[config.mk]
export PLATFORM = sky130hd
export DESIGN_NAME = uart_tx_ctrl
export DESIGN_NICKNAME = d
export VERILOG_FILES = /design/src/rtl/uart_tx_ctrl.sv
export SDC_FILE = /design/constraint.sdc
export NUM_CORES = 1
export LEC_CHECK = 0
export CORE_ASPECT_RATIO = 0.5
export CORE_MARGIN = 2
export CORE_UTILIZATION = 35
export DETAILED_ROUTE_END_ITERATION = 7
export GPL_TIMING_DRIVEN = 0
export MAX_ROUTING_LAYER = met4
export PLACE_DENSITY_LB_ADDON = 0.08
export SETUP_SLACK_MARGIN = 0.5
export SLEW_MARGIN = 20
export SYNTH_ARGS = -nofsm -noshare
export SYNTH_HDL_FRONTEND = slang
export SYNTH_SLANG_ARGS = --single-unit
[constraint.sdc]
create_clock -name clk -period 2.6 [get_ports clk]
set_input_delay 0.52 -clock clk [delete_from_list [all_inputs] [get_ports clk]]
set_output_delay 0.52 -clock clk [all_outputs]
set_load 0.01 [all_outputs]
[src/rtl/uart_tx_ctrl.sv]
// UART transmitter: serializes one byte per accepted DATA_VALID as
// start / 8 data (LSB first) / optional parity / stop, each bit held
// Prescale clk cycles. TX_OUT and Busy are registered.
module uart_tx_ctrl #(
  parameter int unsigned DATA_W = 8,
  parameter int unsigned PRSC_W = 6
) (
  input  logic              clk,
  input  logic              rst_n,
  input  logic [DATA_W-1:0] P_DATA,
  input  logic              DATA_VALID,
  input  logic              PAR_EN,
  input  logic              PAR_TYP,
  input  logic [PRSC_W-1:0] Prescale,
  output logic              TX_OUT,
  output logic              Busy
);

  localparam int unsigned CNT_W = (DATA_W > 1) ? $clog2(DATA_W) : 1;
  localparam logic [CNT_W-1:0] LAST_BIT = CNT_W'(DATA_W - 1);

  typedef enum logic [2:0] {
    S_IDLE   = 3'd0,
    S_START  = 3'd1,
    S_DATA   = 3'd2,
    S_PARITY = 3'd3,
    S_STOP   = 3'd4
  } state_t;

  state_t              state_q, state_d;
  logic [PRSC_W-1:0]   edge_cnt_q, edge_cnt_d;
  logic [CNT_W-1:0]    bit_cnt_q, bit_cnt_d;
  logic [DATA_W-1:0]   shreg_q, shreg_d;
  logic [PRSC_W-1:0]   prsc_q, prsc_d;
  logic                par_en_q, par_en_d;
  logic                parity_q, parity_d;
  logic                tx_q, tx_d;
  logic                busy_q, busy_d;

  logic                accept;
  logic                bit_done;
  logic                last_bit;

  // Request is only honoured while idle; anything during a frame is dropped.
  assign accept   = (state_q == S_IDLE) && DATA_VALID;
  // Bit boundary; a latched Prescale of 0 wraps the compare to 63 (64 cycles/bit).
  assign bit_done = (edge_cnt_q == PRSC_W'(prsc_q - PRSC_W'(1)));
  assign last_bit = (bit_cnt_q == LAST_BIT);

  assign TX_OUT = tx_q;
  assign Busy   = busy_q;

  // State register.
  always_ff @(posedge clk or negedge rst_n) begin
    if (!rst_n) begin
      state_q <= S_IDLE;
    end else begin
      state_q <= state_d;
    end
  end

  // Next-state logic; unused encodings fall back to IDLE.
  always_comb begin
    state_d = state_q;
    case (state_q)
      S_IDLE: begin
        if (accept) state_d = S_START;
      end
      S_START: begin
        if (bit_done) state_d = S_DATA;
      end
      S_DATA: begin
        if (bit_done && last_bit) state_d = par_en_q ? S_PARITY : S_STOP;
      end
      S_PARITY: begin
        if (bit_done) state_d = S_STOP;
      end
      S_STOP: begin
        if (bit_done) state_d = S_IDLE;
      end
      default: state_d = S_IDLE;
    endcase
  end

  // Datapath next values: frame capture, bit timing and shifting.
  always_comb begin
    edge_cnt_d = edge_cnt_q;
    bit_cnt_d  = bit_cnt_q;
    shreg_d    = shreg_q;
    prsc_d     = prsc_q;
    par_en_d   = par_en_q;
    parity_d   = parity_q;
    case (state_q)
      S_IDLE: begin
        edge_cnt_d = '0;
        bit_cnt_d  = '0;
        if (accept) begin
          shreg_d  = P_DATA;
          prsc_d   = Prescale;
          par_en_d = PAR_EN;
          parity_d = (^P_DATA) ^ PAR_TYP;
        end
      end
      S_START, S_PARITY, S_STOP: begin
        edge_cnt_d = bit_done ? '0 : PRSC_W'(edge_cnt_q + PRSC_W'(1));
      end
      S_DATA: begin
        edge_cnt_d = bit_done ? '0 : PRSC_W'(edge_cnt_q + PRSC_W'(1));
        if (bit_done) begin
          shreg_d   = shreg_q >> 1;
          bit_cnt_d = last_bit ? '0 : CNT_W'(bit_cnt_q + CNT_W'(1));
        end
      end
      default: begin
        edge_cnt_d = '0;
        bit_cnt_d  = '0;
      end
    endcase
  end

  // Output decode from the upcoming state so TX_OUT/Busy register in step with it.
  always_comb begin
    tx_d   = 1'b1;
    busy_d = 1'b0;
    case (state_d)
      S_START: begin
        tx_d   = 1'b0;
        busy_d = 1'b1;
      end
      S_DATA: begin
        tx_d   = shreg_d[0];
        busy_d = 1'b1;
      end
      S_PARITY: begin
        tx_d   = parity_d;
        busy_d = 1'b1;
      end
      S_STOP: begin
        tx_d   = 1'b1;
        busy_d = 1'b1;
      end
      default: begin
        tx_d   = 1'b1;
        busy_d = 1'b0;
      end
    endcase
  end

  // Datapath and output registers.
  always_ff @(posedge clk or negedge rst_n) begin
    if (!rst_n) begin
      edge_cnt_q <= '0;
      bit_cnt_q  <= '0;
      shreg_q    <= '0;
      prsc_q     <= '0;
      par_en_q   <= 1'b0;
      parity_q   <= 1'b0;
      tx_q       <= 1'b1;
      busy_q     <= 1'b0;
    end else begin
      edge_cnt_q <= edge_cnt_d;
      bit_cnt_q  <= bit_cnt_d;
      shreg_q    <= shreg_d;
      prsc_q     <= prsc_d;
      par_en_q   <= par_en_d;
      parity_q   <= parity_d;
      tx_q       <= tx_d;
      busy_q     <= busy_d;
    end
  end

endmodule

; ---- Yosys cells after proc, flatten, opt, wreduce, memory -nomap -nowiden
; Index checks and enable logic that the tools add are counted.
[word_totals]
ff_bits = 30
input_bits = 19
out_inout_bits = 2
[op_classes]
eq_ne = 12
bitwise = 2
reduce_logical = 11
mux = 19
add_sub_neg = 3
[op_table]
columns = cell, n
row1 = $mux W3, 8
row2 = $mux W8, 2
row3 = $pmux W8 S2, 1
row4 = $pmux W3 S5, 1
row5 = $eq A3 B2 Y1 const B, 4
row6 = $mux W6, 2
row7 = $eq A3 B3 Y1 const B, 3
row8 = $reduce_or A4 Y1, 2
row9 = $reduce_xor A8 Y1, 1
row10 = $add A6 B1 Y6 const B, 1
row11 = $eq A3 B1 Y1 const B, 2
row12 = $eq A6 B6 Y1, 1
row13 = $pmux W3 S2, 1
row14 = $sub A6 B1 Y6 const B, 1
row15 = $ne A2 B2 Y1 const B, 2
row16 = $reduce_and A2 Y1, 2
row17 = $add A3 B1 Y3 const B, 1
row18 = $logic_not A3 Y1, 1
row19 = $mux W1, 3
row20 = $pmux W1 S3, 1
row21 = $reduce_and A3 Y1, 1
row22 = $reduce_or A3 Y1, 1
row23 = $logic_and A1 B1 Y1, 2
row24 = $reduce_bool A2 Y1, 1
row25 = other kinds (2), 2

; ---- Logic depth before layout (Yosys ltp)
; Gate-level depths: netlist of run 1.
[logic_depth]
depth_word = 8
ltp_mapped = 8
mapped_depth_nobuf = 8

; ---- Worst setup path before layout of run 1
; Ideal clock, no wire load.
[synth_path]
path_type = reg2reg
startpoint = register prsc_q[0]
endpoint = register busy_q, in the netlist Busy
setup_slack_ps = 339
arrival_ps = 2130
n_path_buf = 0
path_stages_with_launch = 9
t_required_ps = 2469
setup_time_ps = 131
path_cell_list = dfrtp_1 > inv_1 > ha_1 > nor2b_1 > or3_1 > a31oi_1 > a31oi_1 > or2_4 > or3_1
[synth_via]
elab_chain_len = 8
elab_cells_between_ends = 14
classes_between = add/sub (1) / eq/ne (5) / mux (6) / reduce/logical (2)
[synth_lines]
columns = item, line_no
row1 = start: declaration, 34  ; logic [PRSC_W-1:0] prsc_q, prsc_d;
row2 = start signal: assignment, 164  ; prsc_q <= prsc_d;
row3 = $sub A6 B1 Y6 *, 47  ; assign bit_done = (edge_cnt_q == PRSC_W'(prsc_q - PRSC_W'(1)));
row4 = $eq A6 B6 Y1 *, 47
row5 = $logic_and A1 B1 Y1, 73  ; if (bit_done && last_bit) state_d = par_en_q ? S_PARITY : S_STOP;
row6 = $mux W3, 73
row7 = $pmux W3 S5 *, 65  ; case (state_q)
row8 = named net state_d[1], 30  ; state_t state_q, state_d;
row9 = $eq A3 B3 Y1 (tied with other cells), 125  ; case (state_d)
row10 = $reduce_or A4 Y1 (no source line) *, --
row11 = $mux W1 *, 125
row12 = named net busy_d, 38  ; logic busy_q, busy_d;
row13 = end signal: assignment, 168  ; busy_q <= busy_d;
row14 = end: declaration, 38
; The timed path passes the listed nets; every way through them passes the cells marked *.
; A chain may end at the register's enable or synchronous reset.

; ---- Worst setup path after layout of run 1
[layout_path]
startpoint = register prsc_q[2]
endpoint = register busy_q, in the netlist Busy
; The elaborated chain is that of the path after synthesis.

==> results of run 1 <==
worst max path at each step:
| stage | from | endpoint | slack, ns | cells after the start |
|---|---|---|---|---|
| after global routing | prsc_q[2] | Busy | 0.28 | 6 |
| after floorplan | prsc_q[0] | Busy | 0.41 | 8 |
| final | prsc_q[2] | Busy | 0.36 | 6 |
| after detailed placement | DATA_VALID | prsc_q[2] | -0.25 | 6 |
| after CTS | prsc_q[1] | Busy | 0.38 | 6 |
| after global placement | DATA_VALID | prsc_q[2] | -0.25 | 6 |
Yosys cell counts (2+ instances only):
library cell / count / area share [%]
sky130_fd_sc_hd__dfrtp_1: 29 / 44
sky130_fd_sc_hd__nor2_1: 16 / 3.7
sky130_fd_sc_hd__a21o_1: 9 / 4.1
sky130_fd_sc_hd__nand2_1: 9 / 2.1
sky130_fd_sc_hd__xnor2_1: 9 / 4.8
sky130_fd_sc_hd__a22o_1: 8 / 4.3
sky130_fd_sc_hd__o21ai_0: 7 / 2.1
sky130_fd_sc_hd__xor2_1: 7 / 3.7
sky130_fd_sc_hd__inv_1: 6 / 1.4
sky130_fd_sc_hd__a31oi_1: 5 / 1.9
sky130_fd_sc_hd__mux2_2: 5 / 3.4
sky130_fd_sc_hd__ha_1: 4 / 3.1
sky130_fd_sc_hd__nand3_1: 4 / 1.2
sky130_fd_sc_hd__and2_1: 3 / 1.1
sky130_fd_sc_hd__nor2b_1: 3 / 1.1
sky130_fd_sc_hd__nor3_1: 3 / 0.92
sky130_fd_sc_hd__or3_1: 3 / 1.1
sky130_fd_sc_hd__a32o_1: 2 / 1.2
sky130_fd_sc_hd__clkbuf_1: 2 / 0.46
sky130_fd_sc_hd__nand2b_1: 2 / 0.76
sky130_fd_sc_hd__o22ai_1: 2 / 0.76
placed cells by master (no fill, tap or decap), types with 3 or more instances in the layout:
cell type / count
sky130_fd_sc_hd__a21o_1: 8
sky130_fd_sc_hd__a22o_1: 8
sky130_fd_sc_hd__and2_1: 3
sky130_fd_sc_hd__buf_4: 8
sky130_fd_sc_hd__buf_6: 6
sky130_fd_sc_hd__clkbuf_1: 3
sky130_fd_sc_hd__clkbuf_8: 5
sky130_fd_sc_hd__clkdlybuf4s50_1: 19
sky130_fd_sc_hd__dfrtp_1: 29
sky130_fd_sc_hd__ha_1: 3
sky130_fd_sc_hd__inv_1: 6
sky130_fd_sc_hd__mux2_2: 5
sky130_fd_sc_hd__nand2_1: 9
sky130_fd_sc_hd__nand3_1: 4
sky130_fd_sc_hd__nor2_1: 10
sky130_fd_sc_hd__nor2_2: 4
sky130_fd_sc_hd__nor3_1: 3
sky130_fd_sc_hd__o21ai_0: 5
sky130_fd_sc_hd__xnor2_1: 9
sky130_fd_sc_hd__xor2_1: 7
report_power, final:
| group | total, mW | internal [mW] | switching, mW |
|---|---|---|---|
| Combinational | 1.49 | 0.791 | 0.701 |
| Sequential | 0.821 | 0.656 | 0.165 |
| Clock | 0.364 | 0.190 | 0.174 |
logic make-up after synthesis:
kind of cell / count (synthesis) / synth area share (%)
AOI/OAI and AO/OA: 39 / 17.7
xor gates and xnor gates: 17 / 9.92
adders and majority gates: 4 / 3.05
buffers and inverters: 9 / 2.52
DFF: 30 / 45.9
muxes: 5 / 3.43
and+or+nand+nor: 52 / 17.5
state kept, by name, summed over array words and instances (netlist names):
register and flops:
Busy 1, TX_OUT 1, bit_cnt_q 3, edge_cnt_q 6, par_en_q 1, parity_q 1, prsc_q 6, shreg_q 8
state_q 3
layout make-up:
cell class	instances	share of cell area [%]
timing repair buffer	33	14.2
clock buffer	8	3.50
multi-input combinational	117	44.1
sequential	30	32.9
inverter	6	0.986
tap	57	3.12
buffer	3	1.15
stage by stage:
step	setup WS (ns)	utilization, %	TNS [ns]	cell area [um^2]	power (mW)
floorplan	0.414	-	0	1650	1.53
global placement	-0.250	43.2	-0.560	1920	1.76
detailed placement	-0.250	43.1	-0.621	1910	1.77
CTS	0.378	49.9	0	2220	2.56
global route	0.279	51.4	0	2280	2.89
finish	0.356	51.4	0	2280	2.68
repair_timing:
| item | in CTS | in global routing |
|---|---|---|
| setup buffers | 12 | 1 |
| pin swaps | 13 | 14 |
| gates resized for setup | 25 | 15 |
| endpoints found under the hold margin | 0 | 0 |
| endpoints found under the setup margin | 27 | 23 |
metal layers:
| layer | GRT usage, % | vias to the layer above | wire, um |
|---|---|---|---|
| li1 | - | 636 | - |
| met1 | 21.1 | 665 | 1850 |
| met2 | 25.4 | 19 | 1830 |
| met3 | 4.93 | 2 | 139 |
| met4 | 4.11 | 0 | 17 |
| met5 | - | - | 0 |
critical path: stages (launching register included):
cell	delay [ns]
sky130_fd_sc_hd__dfrtp_1	0.39
sky130_fd_sc_hd__or4_4	0.56
sky130_fd_sc_hd__or3_4	0.37
sky130_fd_sc_hd__and4b_4	0.23
sky130_fd_sc_hd__nand3_1	0.09
sky130_fd_sc_hd__o22ai_1	0.11
sky130_fd_sc_hd__or3_1	0.38
==> parameters.txt, run 1 <==
Parameter                              Value

Cells and area
  Multi-input logic area ... 0.00101 mm^2
  Sequential cell area in the final layout ... 752 um^2
  Layout-stage area growth over the synthesis result ... 39.4%
  Non-filler cells in the finished layout ... 254
  Nets ... between 200 and 250
  Number of antenna repair diodes ... 0
  Filler instances ... 383
  Share of final-layout standard cells stronger than drive strength 1 ... 28.4%

Worst setup path
  Reg2reg path depth ... 6
  Flop2flop setup slack ... 0.36 ns
  Kind of start point of the critical path ... flip-flop
  Worst Path Class, Setup ... reg2reg
  Highest net fanout along the worst path ... 3
  CP Data Arrival Time ... 2.40 ns
  End of the worst register-to-register path ... Busy
  Crit end category ... flip-flop
  Launch point of the worst reg-to-reg path ... prsc_q[2]
  Req. time, crit path ... about 2.8 ns

Drt
  Vias per Instance ... 5.20
  Average wire per cell in the routed design ... 15.1 um
  Sum of routed wire length over all layers ... 3840 um
  Violation count after the first detailed-route iteration ... 45
  Routed via count ... 1322
  Remaining design rule violation count ... 0
  Count of antenna-violating nets left after detailed routing ... 0
  Drt first pass iters ... 4

Place
  Final GP Congestion ... 0.707
  Half-perimeter wire length of the detailed placement result ... 2530 um
  Count of placed standard cells including taps ... 233
  I/O Buffers ... 20

Clock tree
  Root Driver ... sky130_fd_sc_hd__clkbuf_8
  Number of buffers inserted during clock tree synthesis ... 5
  TritonCTS clock tree ... built
  Number of buffers on the longest clock path ... 2
  Later-pin clock latency in the skew report ... 0.28 ns
  Clock transition at the registers of the reported paths ... 0.07 ns
  H-Tree Depth ... 2
  # clock sinks ... 30
  Hold bufs inserted after CTS ... 0

Yosys
  Share of the yosys chip area belonging to registers ... ~46%
  Cell area after synthesis ... 0.00164 mm^2
  Number of synthesized flops with an enable pin ... 0
  Main synth FF type ... sky130_fd_sc_hd__dfrtp_1
  Post-synthesis register bit count ... 30
  Synth Net Count ... 179
  Yosys synthesis warning count ... 0
  Mapped Cells ... 156
  Fraction of registers with async set/reset ... 100%
  Mapped Avg Cell Area ... 10.5 um^2
  Number of distinct library cells after synthesis ... 39

Timing
  Count of endpoints failing hold in the final timing report ... 0
  Slew @ Worst Pin ... 0.715 ns
  Relative slew slack ... 52.3%
  RSZ-0062 raised after global routing ... true
  Maximum clock frequency ... 0.446 GHz
  Clock period minus worst slack ... 2.24 ns
  Final worst clock skew ... roughly 0.0057 ns
  Final setup violating endpoints ... 0
  Final slew viol count ... 0
  Period Utilization, post-route ... a little under nine tenths
  Worst hold slack after final layout ... 0.293 ns

Floorplan
  Core Box Area ... 0.00445 mm^2
  Total number of placement rows ... 17
  Die Footprint ... 0.00528 mm^2
  Die width ... 101 um
  Initial standard-cell utilization of the core ... 36.9%
  Number of top-level design ports ... 21
  Height of the die ... between 50 and 60 um

GRT
  Number of antenna violations at the first check in global routing ... 0
  Overall overflow remaining after global route ... 0
  Vias in the first global route ... 1301
  Wire length of the first global-routing pass ... 6230 um
  Global routing usage summed across all routing layers ... 16.3%
  Maximum number of pins on one net before global-route repair ... 31

Power
  Reported leakage power ... 1.00 nW
  Power Dens Cells ... roughly 1200 mW/mm^2
  Worst vdd rail ir drop ... 0.000506 V

Min path
  Worst hold path type ... in2async

Run
  Number of violations of the max-capacitance limit ... 0

Status
  Result of the run ... finished, final reports clean
Note: power is estimated with default switching activity, not from simulation.
==> inputs of run 2 (changes only) <==
==> constraint.sdc (replaced) <==
create_clock -name clk -period 2.6 [get_ports clk]
set_input_delay 0.78 -clock clk [delete_from_list [all_inputs] [get_ports clk]]
set_output_delay 0.78 -clock clk [all_outputs]
set_load 0.01 [all_outputs]
==> run 2 against run 1 <==
  * Worst setup slack better by 0.016 ns
  * Sequential share of layout area is 0.71 points lower
  * Final cell count is 2.8% higher
  * Hold slack better by 0.19 ns
  * Critical path depth stayed put
  * Routed wire length is 2.7% lower
  * Register-to-register slack better by 0.02 ns
  * Critical endpoint unchanged
  * Largest cell class unchanged
==> parameters.txt, run 2 (synthesis results as in run 1) <==
Parameter                              Value

Floorplan
  Core Box Area ... 0.00445 mm^2 (unchanged)
  Die width ... 101 um (unchanged)
  Die Footprint ... 0.00528 mm^2 (unchanged)
  Initial standard-cell utilization of the core ... 36.9% (unchanged)
  Height of the die ... 52.4 um (unchanged)
  Total number of placement rows ... 17 (unchanged)
  Number of top-level design ports ... 21 (unchanged)

Timing
  Clock period minus worst slack ... 2.23 ns (-0.0160 ns)
  Count of endpoints failing hold in the final timing report ... 0 (unchanged)
  Maximum clock frequency ... 0.449 GHz (+0.72%)
  RSZ-0062 raised after global routing ... true
  Final setup TNS ... 0 ns (unchanged)
  Final slew viol count ... 0 (unchanged)
  Final setup violating endpoints ... 0 (unchanged)
  Period Utilization, post-route ... 85.7% (-0.62 points)
  Slew @ Worst Pin ... 0.701 ns (-0.0140 ns)
  Relative slew slack ... 53.3% (+0.93 points)
  Final worst clock skew ... 0.00932 ns (+0.00364 ns)

Place
  Half-perimeter wire length of the detailed placement result ... 2450 um (-3.2%)
  Count of placed standard cells including taps ... 233 (unchanged)
  Final GP Congestion ... 0.704 (-0.49%)
  I/O Buffers ... 20 (unchanged)

Drt
  Count of antenna-violating nets left after detailed routing ... 0 (unchanged)
  Routed via count ... 1349 (+2.0%)
  Average wire per cell in the routed design ... 14.3 um (-5.3%)
  Remaining design rule violation count ... 0 (unchanged)
  Sum of routed wire length over all layers ... 3740 um (-2.7%)
  Vias per Instance ... 5.17 (-0.69%)
  Violation count after the first detailed-route iteration ... 31 (-31%)
  Drt first pass iters ... 5 (+1)

Worst setup path
  Kind of start point of the critical path ... flip-flop
  Crit end category ... flip-flop
  Worst Path Class, Setup ... reg2reg
  CP Data Arrival Time ... 2.38 ns (-0.02 ns)
  Highest net fanout along the worst path ... 3 (unchanged)
  Req. time, crit path ... 2.75 ns (about the same)

Cells and area
  Largest register FFs ... 8 (unchanged)
  Most frequent standard cell in the layout excluding fill and tap cells ... sky130_fd_sc_hd__dfrtp_1
  Non-filler cells in the finished layout ... 261 (+2.8%)
  Nets ... 226 (+3.2%)
  Register containing the most flip-flops in the final layout ... shreg_q
  Share of final-layout standard cells stronger than drive strength 1 ... 30.4% (+2.0 points)
  Top library cells by usage in the layout, fill and taps aside ... 29 x sky130_fd_sc_hd__dfrtp_1, 15 x sky130_fd_sc_hd__nor2_1, 15 x sky130_fd_sc_hd__buf_4
  Layout-stage area growth over the synthesis result ... 42.4%
  Layout Utilization ... 52.5% (+1.1 points)
  Biggest regs ... shreg_q x8, edge_cnt_q x6, prsc_q x6
  Number of antenna repair diodes ... 0 (unchanged)

GRT
  Met1 usage in global routing ... 20.6% (-0.44 points)
  Fraction of met3 tracks used by global routing ... 5.60% (+0.67 points)
  GR peak layer ... met2
  Maximum number of pins on one net before global-route repair ... 31 (unchanged)
  Global routing usage summed across all routing layers ... 16.8% (+0.47 points)
  Number of antenna violations at the first check in global routing ... 0 (unchanged)
  Overall overflow remaining after global route ... 0 (unchanged)
  Met2 usage in global routing ... 27.2% (+1.8 points)
  Vias in the first global route ... 1379 (+6.0%)
  Wire length of the first global-routing pass ... 6560 um (+5.2%)

Clock tree
  Number of buffers inserted during clock tree synthesis ... 5 (unchanged)
  Root Driver ... sky130_fd_sc_hd__clkbuf_8
  H-Tree Depth ... 2 (unchanged)
  Hold bufs inserted after CTS ... 0 (unchanged)
  # clock sinks ... 30 (unchanged)
  TritonCTS clock tree ... built
  Later-pin clock latency in the skew report ... 0.28 ns (about the same)
  Number of buffers on the longest clock path ... 2 (unchanged)
  Clock transition at the registers of the reported paths ... 0.07 ns (about the same)

Power
  Power Dens Cells ... 1170 mW/mm^2 (-0.46%)
  Reported leakage power ... 1.09 nW (+8.6%)
  Worst vdd rail ir drop ... 0.000512 V (+1.1%)

Min path
  Worst hold path type ... reg2reg

Status
  Result of the run ... finished, final reports clean

Run
  Number of violations of the max-capacitance limit ... 0 (unchanged)
-- run 2: critical path: stages, from the launching register on --
cell	delay [ns]
sky130_fd_sc_hd__dfrtp_1	0.41
sky130_fd_sc_hd__or4_4	0.54
sky130_fd_sc_hd__or3_4	0.37
sky130_fd_sc_hd__and4b_4	0.23
sky130_fd_sc_hd__nand3_1	0.09
sky130_fd_sc_hd__o22ai_1	0.10
sky130_fd_sc_hd__or3_1	0.37
-- run 2: metrics by stage --
step	instance area (um^2)	power, mW	worst slack, ns	hold WS, ns
2_1_floorplan	1650	1.53	0.414	0.449
3_3_place_gp	1920	1.76	-0.410	0.461
3_5_place_dp	1920	1.77	-0.444	0.470
4_1_cts	2250	2.58	0.386	0.486
5_1_grt	2330	2.95	0.304	0.510
6_report	2330	2.72	0.372	0.481
-- run 2: power breakdown --
part,leakage [nW],internal [mW],switching [mW]
clock,0.0395,0.190,0.171
combinational,0.676,0.849,0.686
sequential,0.373,0.656,0.171
-- run 2: cell type report --
type                    instances  area [um^2]
clock buffers                   8         80.1
well taps                      57         71.3
inverters                       6         22.5
multi-input cells             117         1000
repair buffers                 40          367
fillers                       417         2110
flip-flops and latches         30          752
plain buffers                   3         38.8
-- run 2: per-layer routing --
metal  up-vias  share of wire (%)
met1       656                 47
met5         -                  0
li1        657                  -
met3         5                5.7
met4         0               0.72
met2        31                 46
-- run 2: final timing paths --
kind	start	to	slack [ns]	depth (start not counted)
max in group asynchronous	rst_n	edge_cnt_q[2]	1.59	1
setup reg to reg	prsc_q[1]	Busy	0.37	6
hold / removal	shreg_q[5]	shreg_q[5]	0.48	1
hold reg to reg	shreg_q[5]	shreg_q[5]	0.48	1
setup / recovery	prsc_q[1]	Busy	0.37	6
min in group asynchronous	rst_n	shreg_q[3]	0.54	1
-- run 2: what timing repair did --
item | 4_1_cts | 5_1_grt
resized for setup | 40 | 7
setup endpoints to repair | 29 | 24
pin swaps | 15 | 12
cloned | 0 | 0
buffers inserted | 15 | 5
==> inputs of run 3 (changes only) <==
--- a/config.mk
+++ b/config.mk
@@ -9,6 +9,7 @@
 export CORE_MARGIN = 2
 export CORE_UTILIZATION = 35
 export DETAILED_ROUTE_END_ITERATION = 7
+export DONT_BUFFER_PORTS = 1
 export GPL_TIMING_DRIVEN = 0
 export MAX_ROUTING_LAYER = met4
 export PLACE_DENSITY_LB_ADDON = 0.08
==> run 3 against run 2 <==
  * Non-clock buffer count is 31 lower
  * Critical path type unchanged
  * First-iteration DRC count down 77%
  * Sequential power hardly changed
==> parameters.txt, run 3 (synthesis results as in run 1) <==
Parameter                              Value

Drt
  Vias per Instance ... 5.17 (+0.10%)
  Routed via count ... 1190 (-12%)
  Sum of routed wire length over all layers ... 3600 um (-3.6%)
  Count of antenna-violating nets left after detailed routing ... 0 (unchanged)
  Remaining design rule violation count ... 0 (unchanged)
  Average wire per cell in the routed design ... 15.7 um (+9.4%)
  Violation count after the first detailed-route iteration ... 7 (-77%)
  Drt first pass iters ... 4 (-1)

Clock tree
  Number of buffers inserted during clock tree synthesis ... 5 (unchanged)
  Later-pin clock latency in the skew report ... 0.28 ns (about the same)
  Clock transition at the registers of the reported paths ... 0.07 ns (about the same)
  TritonCTS clock tree ... built
  Hold bufs inserted after CTS ... 0 (unchanged)
  Number of buffers on the longest clock path ... 2 (unchanged)
  # clock sinks ... 30 (unchanged)
  Root Driver ... sky130_fd_sc_hd__clkbuf_8
  H-Tree Depth ... 2 (unchanged)

Worst setup path
  CP max stage delay ... 0.56 ns (+0.02 ns)
  CP Data Arrival Time ... 2.39 ns (about the same)
  End of the worst register-to-register path ... Busy
  Sum of buffers and inverters on the critical path ... 0 (unchanged)
  Launch point of the worst reg-to-reg path ... prsc_q[2]
  Worst Path Class, Setup ... reg2reg
  Kind of start point of the critical path ... flip-flop
  Crit end category ... flip-flop
  Crit-path cells ... or4_4, or3_4, and2_1, nand4_1, a221oi_2, or3_1
  Highest net fanout along the worst path ... 3 (unchanged)
  Slowest-stage cell, CP ... sky130_fd_sc_hd__or4_4
  Crit path max-delay family ... simple AND/OR/NAND/NOR gates
  Reg2reg path depth ... 6 (unchanged)
  Flop2flop setup slack ... 0.36 ns (about the same)
  Req. time, crit path ... 2.75 ns (about the same)

Power
  Worst vdd rail ir drop ... 0.000439 V (-14%)
  Post-route total power ... 2.51 mW (-7.7%)
  Power Dens Cells ... 1240 mW/mm^2 (+6.6%)
  Reported leakage power ... 0.904 nW (-17%)

Cells and area
  Post-Layout Inst Area ... 0.00202 mm^2 (-13%)
  Filler instances ... 436 (+4.6%)
  Most frequent standard cell in the layout excluding fill and tap cells ... sky130_fd_sc_hd__dfrtp_1
  Share of final-layout standard cells stronger than drive strength 1 ... 26.6% (-3.8 points)
  Nets ... 195 (-14%)
  Biggest regs ... shreg_q x8, edge_cnt_q x6, prsc_q x6
  Top library cells by usage in the layout, fill and taps aside ... 29 x sky130_fd_sc_hd__dfrtp_1, 12 x sky130_fd_sc_hd__nor2_1, 9 x sky130_fd_sc_hd__xnor2_1, 9 x sky130_fd_sc_hd__nand2_1
  Largest register FFs ... 8 (unchanged)
  Layout-stage area growth over the synthesis result ... 23.3%
  Register containing the most flip-flops in the final layout ... shreg_q
  Number of antenna repair diodes ... 0 (unchanged)

Min path
  Worst hold path type ... in2async

Status
  Result of the run ... finished, final reports clean

GRT
  Maximum number of pins on one net before global-route repair ... 31 (unchanged)
  Vias in the first global route ... 1223 (-11%)
  Wire length of the first global-routing pass ... 6070 um (-7.4%)
  Overall overflow remaining after global route ... 0 (unchanged)
  Global routing usage summed across all routing layers ... 15.8% (-1.0 points)
  Number of antenna violations at the first check in global routing ... 0 (unchanged)

Floorplan
  Total number of placement rows ... 17 (unchanged)
  Number of top-level design ports ... 21 (unchanged)
  Core Box Area ... 0.00445 mm^2 (unchanged)
  Die width ... 101 um (unchanged)
  Height of the die ... 52.4 um (unchanged)
  Initial standard-cell utilization of the core ... 36.9% (unchanged)
  Die Footprint ... 0.00528 mm^2 (unchanged)

Timing
  Relative slew slack ... 69.3% (+16 points)
  Final worst clock skew ... 0.00638 ns (-0.00294 ns)
  Final slew viol count ... 0 (unchanged)
  Final setup violating endpoints ... 0 (unchanged)
  Period Utilization, post-route ... 86.2% (+0.53 points)
  Maximum clock frequency ... 0.446 GHz (-0.61%)
  Slew @ Worst Pin ... 0.457 ns (-0.244 ns)
  Final setup TNS ... 0 ns (unchanged)
  RSZ-0062 raised after global routing ... true
  Worst hold slack after final layout ... 0.192 ns (-0.288 ns)
  Count of endpoints failing hold in the final timing report ... 0 (unchanged)
  Clock period minus worst slack ... 2.24 ns (+0.0138 ns)

Place
  Total placed instance area ... 0.00172 mm^2 (-10%)
  I/O Buffers ... 0 (-100%)
  Final GP Congestion ... 0.791 (+12%)
  Half-perimeter wire length of the detailed placement result ... 2500 um (+2.0%)

Run
  Number of violations of the max-capacitance limit ... 0 (unchanged)
-- run 3: changes by cell type in the layout (fill, tap and decap cells not counted), moves of 2 or more --
| cell | before | now |
|---|---|---|
| sky130_fd_sc_hd__buf_4 | 15 | 6 |
| sky130_fd_sc_hd__buf_6 | 5 | 3 |
| sky130_fd_sc_hd__clkbuf_2 | 0 | 2 |
| sky130_fd_sc_hd__clkdlybuf4s50_1 | 11 | 0 |
| sky130_fd_sc_hd__dlygate4sd2_1 | 7 | 0 |
| sky130_fd_sc_hd__nor2_1 | 15 | 12 |
| sky130_fd_sc_hd__nor2_4 | 1 | 3 |
| sky130_fd_sc_hd__xnor2_1 | 6 | 9 |
| sky130_fd_sc_hd__xnor2_2 | 3 | 0 |
-- run 3: worst max-delay path by stage --
stage               startpoint         end  slack, ns  cells past startpoint
finish               prsc_q[2]        Busy       0.36                      6
global route         prsc_q[1]        Busy       0.27                      8
CTS                  prsc_q[2]        Busy       0.37                      6
floorplan            prsc_q[0]        Busy       0.41                      8
global placement     prsc_q[0]  shreg_q[3]       0.12                      8
detailed placement   prsc_q[0]  shreg_q[2]       0.11                      8
-- run 3: layout make-up --
type                    instances  area (um^2)  share of cell area, %
plain buffers                   3         21.3                   1.05
clock buffers                   8         90.1                   4.46
inverters                       6         22.5                   1.11
multi-input cells             117          976                   48.3
flip-flops and latches         30          752                   37.2
well taps                      57         71.3                   3.53
repair buffers                  9         87.6                   4.33
-- run 3: layer usage --
metal	vias up	share of wire, %	global-route usage (%)
met5	-	0	-
met2	20	42	22.4
met4	0	0.50	4.11
li1	592	-	-
met1	576	51	21.5
met3	2	5.8	5.47
-- run 3: through the flow --
| step | setup slack (ns) | utilization, % | std cells |
|---|---|---|---|
| floorplan | 0.414 | - | 156 |
| global placement | 0.118 | 38.7 | 213 |
| detailed placement | 0.105 | 38.7 | 213 |
| CTS | 0.370 | 44.2 | 228 |
| global route | 0.274 | 45.5 | 230 |
| finish | 0.358 | 45.5 | 230 |
-- run 3: report_power, final --
part | leakage [nW] | switching, mW | total (mW) | internal, mW
clock network | 0.0455 | 0.173 | 0.389 | 0.216
registers | 0.373 | 0.173 | 0.831 | 0.657
logic | 0.486 | 0.641 | 1.29 | 0.653
total | 0.904 | 0.987 | 2.51 | 1.53
-- run 3: what timing repair did --
item	in CTS	in global routing
setup endpoints to repair	20	26
gates cloned	0	0
resized for setup	17	12
setup buffers	7	2
pin swaps	4	8
